==> config.mk <==
export PLATFORM = sky130hd
export DESIGN_NAME = if_id_stage_flat
export DESIGN_NICKNAME = d
export VERILOG_FILES = /design/src/rtl/if_id_stage_if.sv /design/src/rtl/if_id_stage.sv /design/src/flat_wrapper.sv
export SDC_FILE = /design/constraint.sdc
export NUM_CORES = 1
export LEC_CHECK = 0
export ABC_AREA = 1
export BUFFER_PORTS_ARGS = -buffer_cell sky130_fd_sc_hd__buf_2
export CAP_MARGIN = 15
export CORE_UTILIZATION = 48
export CTS_BUF_LIST = sky130_fd_sc_hd__clkbuf_8
export DETAILED_ROUTE_END_ITERATION = 8
export GPL_TIMING_DRIVEN = 0
export PLACE_DENSITY_LB_ADDON = 0.3
export SYNTH_ARGS = -nofsm -noshare
export SYNTH_HDL_FRONTEND = slang
export SYNTH_SLANG_ARGS = --single-unit
export TNS_END_PERCENT = 1
==> constraint.sdc <==
create_clock -name clk -period 1.8 [get_ports clk]
set_clock_uncertainty 0.2 [all_clocks]
set_input_delay 0.18 -clock clk [delete_from_list [all_inputs] [get_ports clk]]
set_output_delay 0.18 -clock clk [all_outputs]
set_load 0.03 [all_outputs]
==> src/rtl/if_id_stage_if.sv <==
// -----------------------------------------------------------------------------
// if_id_stage_if
// Bundle between the fetch side (PC unit + instruction memory) and the IF/ID
// pipeline register. The master side drives the fetch address, the memory
// read data and the pipeline controls; the slave side (the IF/ID register)
// returns the decode bundle and the stall-hang flag.
// -----------------------------------------------------------------------------
`timescale 1ns/1ps

interface if_id_stage_if #(
  parameter int DATA_W = 32
) ();

  // Fetch side
  logic [DATA_W-1:0] pc_if;
  logic [DATA_W-1:0] imem_rdata;
  logic              is_branch;
  logic              load_stop;

  // Decode side
  logic              id_valid;
  logic [DATA_W-1:0] id_pc;
  logic [DATA_W-1:0] id_pc4;
  logic [DATA_W-1:0] id_inst;
  logic              stall_timeout;

  modport master (
    output pc_if,
    output imem_rdata,
    output is_branch,
    output load_stop,
    input  id_valid,
    input  id_pc,
    input  id_pc4,
    input  id_inst,
    input  stall_timeout
  );

  modport slave (
    input  pc_if,
    input  imem_rdata,
    input  is_branch,
    input  load_stop,
    output id_valid,
    output id_pc,
    output id_pc4,
    output id_inst,
    output stall_timeout
  );

endinterface : if_id_stage_if

==> src/rtl/if_id_stage.sv <==
// -----------------------------------------------------------------------------
// if_id_stage
// IF/ID pipeline register sitting behind the PC unit and a synchronous
// instruction memory. A fetch tag (f_pc/f_vld) remembers which address the
// memory is currently returning data for; the ID register then pairs that tag
// with imem_rdata and presents {valid, pc, pc+4, inst} to decode.
//
// Controls (same signals the PC unit obeys):
//   is_branch : flush - ID loads a bubble and the in-flight fetch is killed.
//   load_stop : stall - ID holds; the PC unit re-drives the same address.
//   Priority is is_branch > load_stop > advance.
//
// A saturating counter measures consecutive stall cycles; stall_timeout is a
// sticky flag raised once load_stop has been held for more than MAX_STALL
// consecutive cycles (MAX_STALL must be in 1..255). Cleared only by reset.
//
// Optional build macro IF_ID_PERF_CNT_EN adds two free-running 32-bit
// performance counters: perf_bubble_cnt (edges where ID loads a bubble) and
// perf_stall_cnt (edges where ID holds). Without the macro neither the ports
// nor the counters exist.
// -----------------------------------------------------------------------------
`timescale 1ns/1ps

module if_id_stage #(
  parameter int                DATA_W    = 32,
  parameter logic [DATA_W-1:0] NOP_INST  = DATA_W'(32'h0000_0013),
  parameter int                MAX_STALL = 15
) (
  input  logic        clk,
  input  logic        rst_n,
  if_id_stage_if.slave bus
`ifdef IF_ID_PERF_CNT_EN
  ,
  output logic [31:0] perf_bubble_cnt,
  output logic [31:0] perf_stall_cnt
`endif
);

  // ---------------------------------------------------------------------------
  // Types and constants
  // ---------------------------------------------------------------------------
  // WARM  : first edge after reset release; memory output not yet meaningful.
  // RUN   : normal flow.
  // STALL : load_stop has been seen; ID is frozen until it drops.
  typedef enum logic [1:0] {
    ST_WARM  = 2'd0,
    ST_RUN   = 2'd1,
    ST_STALL = 2'd2
  } state_t;

  localparam logic [DATA_W-1:0] PC_STEP     = DATA_W'(4);
  localparam logic [7:0]        STALL_LIMIT = 8'(MAX_STALL);
  localparam logic [7:0]        STALL_SAT   = 8'hFF;

  // ---------------------------------------------------------------------------
  // Registers
  // ---------------------------------------------------------------------------
  state_t            r_state;
  logic [DATA_W-1:0] r_f_pc;          // address the memory is returning data for
  logic              r_f_vld;         // that fetch is on the correct path
  logic [7:0]        r_stall_cnt;     // consecutive stall cycles, saturating
  logic              r_stall_timeout;

  logic              r_id_valid;
  logic [DATA_W-1:0] r_id_pc;
  logic [DATA_W-1:0] r_id_pc4;
  logic [DATA_W-1:0] r_id_inst;

  // ---------------------------------------------------------------------------
  // Combinational decisions
  // ---------------------------------------------------------------------------
  state_t            w_state_nxt;
  logic              w_load_bubble;   // ID takes a bubble this edge
  logic              w_hold;          // ID keeps its contents this edge
  logic              w_advance;       // ID takes the tagged fetch this edge
  logic              w_f_vld_nxt;
  logic [7:0]        w_stall_cnt_nxt;
  logic              w_timeout_set;
  logic [DATA_W-1:0] w_f_pc4;

  logic              w_id_valid_nxt;
  logic [DATA_W-1:0] w_id_pc_nxt;
  logic [DATA_W-1:0] w_id_pc4_nxt;
  logic [DATA_W-1:0] w_id_inst_nxt;

  // Wraps modulo 2^DATA_W, so 0xFFFFFFFC + 4 yields 0.
  assign w_f_pc4 = r_f_pc + PC_STEP;

  // Next-state and per-edge action selection.
  // NOTE: every signal driven here gets a default first, so no path through
  // the case statement can leave a value unassigned and infer a latch.
  always_comb begin
    w_state_nxt     = r_state;
    w_load_bubble   = 1'b0;
    w_hold          = 1'b0;
    w_advance       = 1'b0;
    w_f_vld_nxt     = 1'b1;
    w_stall_cnt_nxt = '0;
    w_timeout_set   = 1'b0;

    case (r_state)
      ST_WARM: begin
        // Memory data is meaningless on this edge; controls are ignored.
        w_load_bubble = 1'b1;
        w_f_vld_nxt   = 1'b1;
        w_state_nxt   = ST_RUN;
      end

      ST_RUN: begin
        if (bus.is_branch) begin
          // Flush wins even over a simultaneous stall.
          w_load_bubble = 1'b1;
          w_f_vld_nxt   = 1'b0;
        end else if (bus.load_stop) begin
          w_hold          = 1'b1;
          w_f_vld_nxt     = r_f_vld;
          w_stall_cnt_nxt = 8'd1;
          w_state_nxt     = ST_STALL;
        end else begin
          w_advance = 1'b1;
        end
      end

      ST_STALL: begin
        if (bus.is_branch) begin
          w_load_bubble = 1'b1;
          w_f_vld_nxt   = 1'b0;
          w_state_nxt   = ST_RUN;
        end else if (bus.load_stop) begin
          w_hold          = 1'b1;
          w_f_vld_nxt     = r_f_vld;
          w_stall_cnt_nxt = (r_stall_cnt == STALL_SAT) ? STALL_SAT
                                                       : r_stall_cnt + 8'd1;
          // Already MAX_STALL cycles counted and the stall persists.
          w_timeout_set   = (r_stall_cnt >= STALL_LIMIT);
        end else begin
          w_advance   = 1'b1;
          w_state_nxt = ST_RUN;
        end
      end

      default: begin
        // Unreachable encoding: recover through a bubble into WARM.
        w_load_bubble = 1'b1;
        w_state_nxt   = ST_WARM;
      end
    endcase
  end

  // Data selected for the ID register on this edge.
  always_comb begin
    w_id_valid_nxt = r_id_valid;
    w_id_pc_nxt    = r_id_pc;
    w_id_pc4_nxt   = r_id_pc4;
    w_id_inst_nxt  = r_id_inst;

    if (w_load_bubble) begin
      // pc fields still follow the tag so a bubble shows where it came from.
      w_id_valid_nxt = 1'b0;
      w_id_pc_nxt    = r_f_pc;
      w_id_pc4_nxt   = w_f_pc4;
      w_id_inst_nxt  = NOP_INST;
    end else if (w_advance) begin
      w_id_valid_nxt = r_f_vld;
      w_id_pc_nxt    = r_f_pc;
      w_id_pc4_nxt   = w_f_pc4;
      w_id_inst_nxt  = r_f_vld ? bus.imem_rdata : NOP_INST;
    end
  end

  // ---------------------------------------------------------------------------
  // Sequential state
  // ---------------------------------------------------------------------------

  // FSM state register.
  // NOTE: clocked state uses non-blocking assignments so every register
  // samples the pre-edge values, independent of block evaluation order.
  always_ff @(posedge clk or negedge rst_n) begin
    if (!rst_n) begin
      r_state <= ST_WARM;
    end else begin
      r_state <= w_state_nxt;
    end
  end

  // Fetch tag: follows the issued address every edge; validity per action.
  always_ff @(posedge clk or negedge rst_n) begin
    if (!rst_n) begin
      r_f_pc  <= '0;
      r_f_vld <= 1'b0;
    end else begin
      r_f_pc  <= bus.pc_if;
      r_f_vld <= w_f_vld_nxt;
    end
  end

  // Decode bundle register.
  always_ff @(posedge clk or negedge rst_n) begin
    if (!rst_n) begin
      r_id_valid <= 1'b0;
      r_id_pc    <= '0;
      r_id_pc4   <= PC_STEP;
      r_id_inst  <= NOP_INST;
    end else begin
      r_id_valid <= w_id_valid_nxt;
      r_id_pc    <= w_id_pc_nxt;
      r_id_pc4   <= w_id_pc4_nxt;
      r_id_inst  <= w_id_inst_nxt;
    end
  end

  // Stall-length counter and sticky hang flag.
  always_ff @(posedge clk or negedge rst_n) begin
    if (!rst_n) begin
      r_stall_cnt     <= '0;
      r_stall_timeout <= 1'b0;
    end else begin
      r_stall_cnt <= w_stall_cnt_nxt;
      if (w_timeout_set) begin
        r_stall_timeout <= 1'b1;
      end
    end
  end

`ifdef IF_ID_PERF_CNT_EN
  logic [31:0] r_perf_bubble_cnt;
  logic [31:0] r_perf_stall_cnt;
  logic        w_bubble_evt;

  // A bubble is either an explicit one or an advance of a killed fetch.
  assign w_bubble_evt = w_load_bubble | (w_advance & ~r_f_vld);

  // Free-running event counters, wrapping at 2^32.
  always_ff @(posedge clk or negedge rst_n) begin
    if (!rst_n) begin
      r_perf_bubble_cnt <= '0;
      r_perf_stall_cnt  <= '0;
    end else begin
      if (w_bubble_evt) begin
        r_perf_bubble_cnt <= r_perf_bubble_cnt + 32'd1;
      end
      if (w_hold) begin
        r_perf_stall_cnt <= r_perf_stall_cnt + 32'd1;
      end
    end
  end

  assign perf_bubble_cnt = r_perf_bubble_cnt;
  assign perf_stall_cnt  = r_perf_stall_cnt;
`endif

  // ---------------------------------------------------------------------------
  // Outputs
  // ---------------------------------------------------------------------------
  assign bus.id_valid      = r_id_valid;
  assign bus.id_pc         = r_id_pc;
  assign bus.id_pc4        = r_id_pc4;
  assign bus.id_inst       = r_id_inst;
  assign bus.stall_timeout = r_stall_timeout;

endmodule : if_id_stage

==> src/flat_wrapper.sv <==
// flat-port wrapper written by rule: the top's interface ports become plain ports
module if_id_stage_flat 
#(
  parameter int                DATA_W    = 32,
  parameter logic [DATA_W-1:0] NOP_INST  = DATA_W'(32'h0000_0013),
  parameter int                MAX_STALL = 15
)
  (clk, rst_n, bus_pc_if, bus_imem_rdata, bus_is_branch, bus_load_stop, bus_id_valid, bus_id_pc, bus_id_pc4, bus_id_inst, bus_stall_timeout);
  if_id_stage_if #(.DATA_W(DATA_W)) bus_i ();
  input  logic clk;
  input  logic rst_n;
  input wire logic [$bits(bus_i.pc_if)-1:0] bus_pc_if;
  input wire logic [$bits(bus_i.imem_rdata)-1:0] bus_imem_rdata;
  input wire logic [$bits(bus_i.is_branch)-1:0] bus_is_branch;
  input wire logic [$bits(bus_i.load_stop)-1:0] bus_load_stop;
  output wire logic [$bits(bus_i.id_valid)-1:0] bus_id_valid;
  output wire logic [$bits(bus_i.id_pc)-1:0] bus_id_pc;
  output wire logic [$bits(bus_i.id_pc4)-1:0] bus_id_pc4;
  output wire logic [$bits(bus_i.id_inst)-1:0] bus_id_inst;
  output wire logic [$bits(bus_i.stall_timeout)-1:0] bus_stall_timeout;
  assign bus_i.pc_if = bus_pc_if;
  assign bus_i.imem_rdata = bus_imem_rdata;
  assign bus_i.is_branch = bus_is_branch;
  assign bus_i.load_stop = bus_load_stop;
  assign bus_id_valid = bus_i.id_valid;
  assign bus_id_pc = bus_i.id_pc;
  assign bus_id_pc4 = bus_i.id_pc4;
  assign bus_id_inst = bus_i.id_inst;
  assign bus_stall_timeout = bus_i.stall_timeout;
  if_id_stage #(.DATA_W(DATA_W), .NOP_INST(NOP_INST), .MAX_STALL(MAX_STALL)) u_core (.clk(clk), .rst_n(rst_n), .bus(bus_i));
endmodule
After elaboration in Yosys (flattened, before gate mapping):

Index checks and enable logic that the tools add are counted.

* add/sub/neg operators: 2
* order comparisons: 1
* equal/unequal tests: 7
* mux-type cells: 31
* reduce and logical (&&, ||, !) cells: 4

Operators by type and width (count)
* $mux W32: 7
* $add A32 B3 Y32 const B: 1
* $mux W8: 4
* $pmux W8 S2: 1
* $mux W1: 14
* $add A8 B1 Y8 const B: 1
* $eq A8 B8 Y1 const B: 1
* $ge A8 B4 Y1 const B: 1
* $mux W2: 4
* $ne A3 B3 Y1 const B: 2
* $pmux W2 S3: 1
* $ne A2 B2 Y1 const B: 2
* $reduce_and A3 Y1: 1
* $eq A2 B1 Y1 const B: 1
* $eq A2 B2 Y1 const B: 1
* $logic_not A2 Y1: 1
* $reduce_bool A2 Y1: 1
* $reduce_or A2 Y1: 1

* register bits: 141
* bits of input ports: 68
* output and inout bits: 98
* word-level logic and storage cells: 54

Logic depth before layout (Yosys ltp):

Gate-level depths: netlist of run 1.

* depth in word-level cells: 5
* mapped depth: 10
* gate-level depth less buffers: 9

Worst setup path before layout of run 1:

Ideal clock, no wire load.

* kind: reg-to-reg
* start point: register u_core.r_state[0]
* end point: register u_core.r_id_pc4[8] (netlist: u_core.bus.id_pc4[8])
* library setup time: 0.129 ns
* data arrival time: 1.456 ns
* required time: 1.471 ns
* slack: 0.015 ns
* stages on the path, launching flop included: 10
* buffers on the path: 2
* period minus slack after synthesis: 1.785 ns
* path through: dfrtp_1 -> inv_1 -> ha_1 -> nand2_1 -> nor2_1 -> buf_4 -> buf_4 -> nor2_1 -> a22oi_1 -> o31ai_1

* word-level cells in the longest chain between the ends: 4
* elaborated cells on any way between the ends: 7
* those cells by class: eq/ne (2); mux (3); reduce/logical (2)

RTL lines
* start, declared: RTL line if_id_stage.sv:58 `state_t r_state;`
* start signal, assigned: RTL line if_id_stage.sv:182 `r_state <= w_state_nxt;`
* $eq A2 B1 Y1 / $eq A2 B2 Y1 (equally long branches)
* $reduce_or A2 Y1 (no line) (*)
* $mux W1
* $mux W32 / $reduce_bool A2 Y1 (equally long branches)
* end signal, assigned: RTL line if_id_stage.sv:207 `r_id_pc4 <= w_id_pc4_nxt;`
* end, declared: RTL line if_id_stage.sv:66 `logic [DATA_W-1:0] r_id_pc4;`

Mark *: on every way between the ends. The rest lies on a longest branch, timed or not.
A chain may end at the register's enable or synchronous reset.

Worst setup path after layout of run 1:

* start point: register u_core.r_state[0]
* end point: register u_core.r_id_inst[9] (netlist: u_core.bus.id_inst[9])

* word-level cells in the longest chain between the ends: 4
* elaborated cells on any way between the ends: 7
* those cells by class: eq/ne (2); mux (3); reduce/logical (2)

RTL lines
* $eq A2 B1 Y1 / $eq A2 B2 Y1 (equally long branches)
* $reduce_or A2 Y1 (no line) (*)
* $mux W1
* $mux W32 / $reduce_bool A2 Y1 (equally long branches)
* end signal, assigned: RTL line if_id_stage.sv:208 `r_id_inst <= w_id_inst_nxt;`
* end, declared: RTL line if_id_stage.sv:67 `logic [DATA_W-1:0] r_id_inst;`

Marked as above.

==> impl_metrics.tcl, run 1 <==
set metrics [dict create \
    chipHeight_um 111 \
    yosys.area_share.adder 0.0131 \
    synth_area_mm2 0.00575 \
    synthXorXnorAreaFrac 0.00762 \
    grt_pass1_vias 5486 \
    cp-endpoint "u_core.bus.id_inst[9]" \
    fp-row-count 39 \
    clock-sinks 139 \
    start_util 0.497 \
    drt_iter0_markers 324 \
    violations "DRC" \
    ff_latch_area_mm2 0.00348 \
    slew_violations 0 \
    path_class "reg2reg" \
    crit_path_end_kind "flop" \
    p_leak_nw 4.25 \
    run_status "complete, but fails checks" \
    yosysSeqAreaShare 0.606 \
    max_freq_mhz 557 \
    syn_area_per_cell_um2 9.49 \
    fp.dieW_um 111 \
    crit_arrival_ps 1990 \
    nets 941 \
    postLayoutCoreUtil 0.704 \
    finalWorstPathRequiredPeriod_ps 1790 \
    power_density_mw_per_mm2 1240 \
    critPathLaunchType "flop" \
    rrSetupSlack_ps 6 \
    grt_usage 0.285 \
    die-area_mm2 0.0124 \
    clock_path_buffers 2 \
    cts.htree.levels 4 \
    grt_setup_unrepaired "yes" \
    detail_route.vias_per_cell 5.17 \
    r2r-start "u_core.r_state[0]" \
    synth_nets 680 \
    yosys.area_share.simple 0.229 \
    place_congestion 0.842 \
    synth_mux_area_frac 0 \
    whs_ps 62.6 \
    tritoncts "built" \
    stdcell_count 1023 \
    cts-root-buf "clkbuf_8" \
    cp.required_ps 1990 \
    synthCells 606 \
    antennaDiodeCount 0 \
    synth-compound-area-share 0.0844 \
    slew_headroom 0.566 \
    io-pin-count 166 \
    worstMarginPinSlew_ps 651 \
    regToRegEndpoint "u_core.bus.id_inst[9]" \
    fin_tns_setup_ps 0 \
    cts_made_buffers 17 \
    yosys_register_bits 139 \
    synth_top_family_by_area "simple AND/OR/NAND/NOR gates" \
    drt_wl_total_um 16300 \
    crit_fanout 10 \
    core-area_mm2 0.0116 \
    placed_cells 915 \
    peakVddDrop_mv 0.901 \
    ys_warn_count 0 \
    hold_path.class "in2reg" \
    hold_viol 0 \
    fill_cells 841 \
    multi_input_area_mm2 0.00200 \
    setup.worst_path.start "u_core.r_state[0]" \
    grt_antenna_before_repair 0 \
    postRouteAntennaNets 0 \
    hpwl_um 10500 \
    clkLatencyLatePin_ps 460 \
    gr-total-overflow 0 \
    grt_max_degree 71 \
    areaGrowthSynthToFinish_pct 41.7 \
    port_buffers 165 \
    maxCapViolCount 0 \
    clk_pin_slew_ps 70 \
    finalCritPeriodShare 0.997 \
    drive_gt1_frac 0.290 \
    report.final.setup_viol 0 \
    synth_cell_types 32 \
    dr.pass1.iters 7 \
    wl_per_cell_um 15.9 \
    r2r_cells 7 \
    grt_pass1_wl_um 26900 \
    drcViolationCount 8 \
    num_vias 5292 \
]
cells in the mapped netlist (all sizes together):
library cell	instances	area, um2
a21o	1	7.51
nor2	67	289
o22a	3	26.3
o211ai	3	22.5
o211a	1	10.0
a22oi	1	7.51
o31ai	2	15.0
nand4	10	62.6
o21ai	19	95.1
nand3b	1	7.51
a31oi	2	12.5
clkbuf	1	3.75
nand3	51	255
inv	54	203
a22o	29	254
xor2	2	17.5
buf	22	141
nor3	2	15.0
dfstp	4	105
nand2	181	684
dfrtp	135	3380
xnor2	3	26.3
o21bai	2	15.0
a21oi	4	20.0
ha	6	75.1
worst max-delay path, cell delays in order (launching register included):
cell      delay [ps]
dfrtp_1          370
inv_2             60
ha_4             290
nand2_4           50
nor2_4           140
buf_2            210
clkbuf_4         230
a22o_1           180
per-stage QoR:
stage               cell area [um2]  setup WS [ps]  power (mW)
floorplan                      5750           15.0        5.87
global placement               6750          -1420        6.81
detailed placement             6790           -226        6.89
CTS                            8040          -4.22        9.96
global route                   8150          -94.5        10.6
finish                         8150           6.15        10.1
final cells by class:
type,count,share of cell area
Buffer,23,0.0284
Clock buffer,20,0.0338
Clock inverter,12,0.0192
Inverter,54,0.0252
Multi-Input combinational cell,390,0.245
Sequential cell,139,0.428
Tap cell,143,0.0220
Timing Repair Buffer,242,0.199
cells in the final DEF (no fill, tap or decap), drive strengths merged:
| master | instances |
|---|---|
| o22a | 3 |
| nor2 | 67 |
| inv | 60 |
| a21o | 1 |
| nand4 | 10 |
| a31oi | 2 |
| nor3 | 2 |
| o211a | 1 |
| nand3 | 51 |
| buf | 194 |
| nand3b | 1 |
| a22o | 29 |
| ha | 6 |
| o21bai | 2 |
| a21oi | 4 |
| o31ai | 2 |
| dfstp | 4 |
| clkinv | 2 |
| dlygate4sd3 | 68 |
| o211ai | 3 |
| xnor2 | 3 |
| dfrtp | 135 |
| xor2 | 2 |
| o21ai | 19 |
| nand2 | 181 |
| a22oi | 1 |
| bufinv | 4 |
| clkbuf | 23 |
kinds of logic after synthesis:
family,Yosys count
simple gates,312
flops,139
buf+inv,77
compound gates,67
fa+ha+maj,6
xor+xnor,5
what timing repair did:
item	4_1_cts	5_1_grt
setup buffers	2	4
gates resized for setup	29	21
setup endpoints to repair	97	98
pin swaps	1	16
hold buffers	68	0
gates cloned	2	0
hold endpoints to repair	138	0
state kept, by name, indices dropped and copies added (netlist names):
register,cells
u_core.bus.stall_timeout,1
u_core.bus.id_valid,1
u_core.r_state,2
u_core.bus.id_pc,30
u_core.r_f_pc,32
u_core.bus.id_pc4,32
u_core.r_stall_cnt,8
u_core.bus.id_inst,32
u_core.r_f_vld,1
layer usage:
metal	up-vias	part of all wire	global-route usage	wire [um]
met5	-	0	0	0
met4	0	0.024	0.118	387
met3	42	0.075	0.0876	1220
met2	221	0.50	0.480	8110
met1	2535	0.40	0.339	6530
li1	2494	-	-	-
where the power goes:
group	switching, mW	internal, mW	total (mW)
logic	2.22	1.16	3.38
clock network	1.16	1.59	2.75
registers	0.343	3.65	4.00
total	3.71	6.41	10.1
how the worst min path moves through the flow:
stage,from,to,slack [ps],cells past startpoint
6_report,bus_load_stop,u_core.bus.id_pc[19],60,6
5_1_grt,bus_load_stop,u_core.bus.id_pc[19],50,6
4_1_cts,bus_load_stop,u_core.bus.id_pc[9],20,6
3_5_place_dp,rst_n,u_core.bus.id_inst[17],30,1
3_3_place_gp,bus_pc_if[7],u_core.r_f_pc[7],90,1
2_1_floorplan,rst_n,u_core.bus.id_inst[10],-320,0
Power figures use the tool's default switching activity.
==> run 2, diff against run 1 <==
CELL_PAD_IN_SITES_DETAIL_PLACEMENT = 0   (was unset)
CELL_PAD_IN_SITES_GLOBAL_PLACEMENT = 2   (was unset)
CORE_UTILIZATION = 29   (was 48)
==> impl_metrics.tcl, run 2 (synthesized netlist as in run 1, its figures left out) <==
set metrics [dict create \
    hpwl_um 12500 \
    crit_arrival_ps 1960 \
    grt_pass1_wl_um 27600 \
    wl_per_cell_um 15.5 \
    cp.required_ps 1930 \
    core-area_mm2 0.0195 \
    place_area_mm2 0.00694 \
    die-area_mm2 0.0204 \
    sw_frac_of_total 0.375 \
    cellInternalPower_mw 6.31 \
    clock_path_buffers 2 \
    antennaDiodeCount 0 \
    clk_pin_slew_ps 80 \
    grt_max_degree 73 \
    clock-sinks 139 \
    max_freq_mhz 546 \
    p_leak_nw 4.25 \
    io-pin-count 166 \
    crit_chain "inv_2 > ha_4 > nand2_4 > nor2_4 > buf_8 > buf_12 > nor2_4 > a22oi_2 > o31ai_1" \
    path_class "reg2reg" \
    power.share.clock 0.261 \
    fin_area_mm2 0.00836 \
    p_comb_frac 0.343 \
    crit_fanout 7 \
    start_util 0.295 \
    maxCapViolCount 0 \
    finalWorstPathRequiredPeriod_ps 1830 \
    gr-total-overflow 0 \
    crit_path_end_kind "flop" \
    fp-row-count 51 \
    slew_headroom 0.559 \
    critPathLaunchType "flop" \
    port_buffers 165 \
    postRouteAntennaNets 0 \
    worstMarginPinSlew_ps 661 \
    hold_viol 0 \
    grt_usage 0.183 \
    switching_power_mw 3.78 \
    power_density_mw_per_mm2 1210 \
    nets 946 \
    cts_made_buffers 17 \
    chipHeight_um 143 \
    setup_ws_ps -31.0 \
    place_congestion 0.776 \
    areaGrowthSynthToFinish_pct 45.3 \
    drt_iter0_markers 219 \
    grt_setup_unrepaired "yes" \
    fin_tns_setup_ps -153 \
    slew_violations 0 \
    hold_path.class "in2reg" \
    grt_pass1_vias 5164 \
    peakVddDrop_mv 0.458 \
    clkLatencyLatePin_ps 450 \
    violations "setup timing" \
    cts.htree.levels 4 \
    grt_antenna_before_repair 0 \
    fp.dieW_um 143 \
    tritoncts "built" \
    report.final.setup_viol 19 \
    final_common_cell "nand2_1" \
    drive_gt1_frac 0.298 \
    crit_top_cell "nor2_4" \
    finalCritPeriodShare 1.02 \
    seqPwrFrac 0.396 \
    num_vias 5126 \
    drcViolationCount 0 \
    dr.pass1.iters 7 \
    final_cell_mix "nand2_1 (175), buf_2 (165), dfrtp_1 (135), dlygate4sd3_1 (68), nor2_1 (54)" \
    crit_slowest_cell "dfrtp_1" \
    run_status "complete, but fails checks" \
    max_stage_delay_ps 390 \
    cts-root-buf "clkbuf_8" \
    detail_route.vias_per_cell 4.47 \
    drt_wl_total_um 17800 \
]
[run 2: changes by cell type in the layout (fill, tap and decap cells not counted), moves of 2 or more]
cell / delta
clkinvlp_4: +2
buf_4: +6
clkbuf_8: +3
clkbuf_16: +2
buf_12: +3
nor2_1: -2
clkbuf_4: -2
buf_2: -2
inv_1: -5
nand3_1: +2
nand3_2: -2
bufinv_16: -2
nor2_2: +2
[run 2: final timing paths]
kind	from	end	slack, ps	depth (start not counted)
max in group asynchronous	rst_n	u_core.bus.id_pc4[2]	460	3
worst max-delay path	u_core.r_state[1]	u_core.bus.id_pc4[8]	-30	9
worst min-delay path	bus_is_branch	u_core.r_stall_cnt[2]	60	5
worst min register to register	u_core.r_f_pc[1]	u_core.bus.id_pc4[1]	240	2
min in group asynchronous	rst_n	u_core.bus.id_pc[28]	90	2
worst max register to register	u_core.r_state[1]	u_core.bus.id_pc4[8]	-30	9
[run 2: power by group through the flow]
stage	Sequential (mW)	Combinational (mW)	Clock [mW]
floorplan	4.90	0.973	0
finish	4.00	3.46	2.63
CTS	4.00	3.31	2.69
global placement	4.04	2.90	0
detailed placement	4.05	2.96	0
global route	4.06	3.74	2.84
[run 2: per-stage QoR]
step	std cells	hold WS (ps)	setup slack, ps	util	total power [mW]
final	1148	62.5	-31.0	0.429	10.1
after global routing	1148	40.0	-125	0.429	10.6
after CTS	1139	71.2	-9.83	0.420	9.99
after detailed placement	1037	28.3	-337	0.357	7.01
after global placement	1036	88.4	-1630	0.355	6.94
after floorplan	606	-316	15.0	-	5.87
[run 2: what timing repair did]
| action | in CTS | in global routing |
|---|---|---|
| hold buffers | 68 | 0 |
| pin swaps | 0 | 20 |
| endpoints found under the hold margin | 134 | 0 |
| gates resized for setup | 33 | 27 |
| buffers inserted | 3 | 7 |
| setup endpoints to repair | 99 | 97 |
| cloned | 1 | 2 |
[run 2: routing by layer]
metal	vias up	global-route usage	part of all wire
li1	2489	-	-
met1	2491	0.236	0.46
met2	117	0.294	0.48
met3	29	0.0423	0.037
met4	0	0.0753	0.024
met5	-	0	0
[run 2: area by class of cell]
| type | instances | area, um2 |
|---|---|---|
| Tap cell | 265 | 332 |
| Clock buffer | 23 | 317 |
| Timing Repair Buffer | 247 | 1670 |
| Clock inverter | 7 | 88.8 |
| Buffer | 23 | 264 |
| Inverter | 54 | 205 |
| Sequential cell | 139 | 3480 |
| Multi-Input combinational cell | 390 | 1990 |
| Fill cell | 1951 | 11100 |
[run 2: critical path, delay by kind of cell, from the launching register on]
family                     cells  cell delay (ps)
buffers and inverters          3              370
AOI/OAI and AO/OA              2              210
adders and majority gates      1              290
and+or+nand+nor                3              240
DFF                            1              390
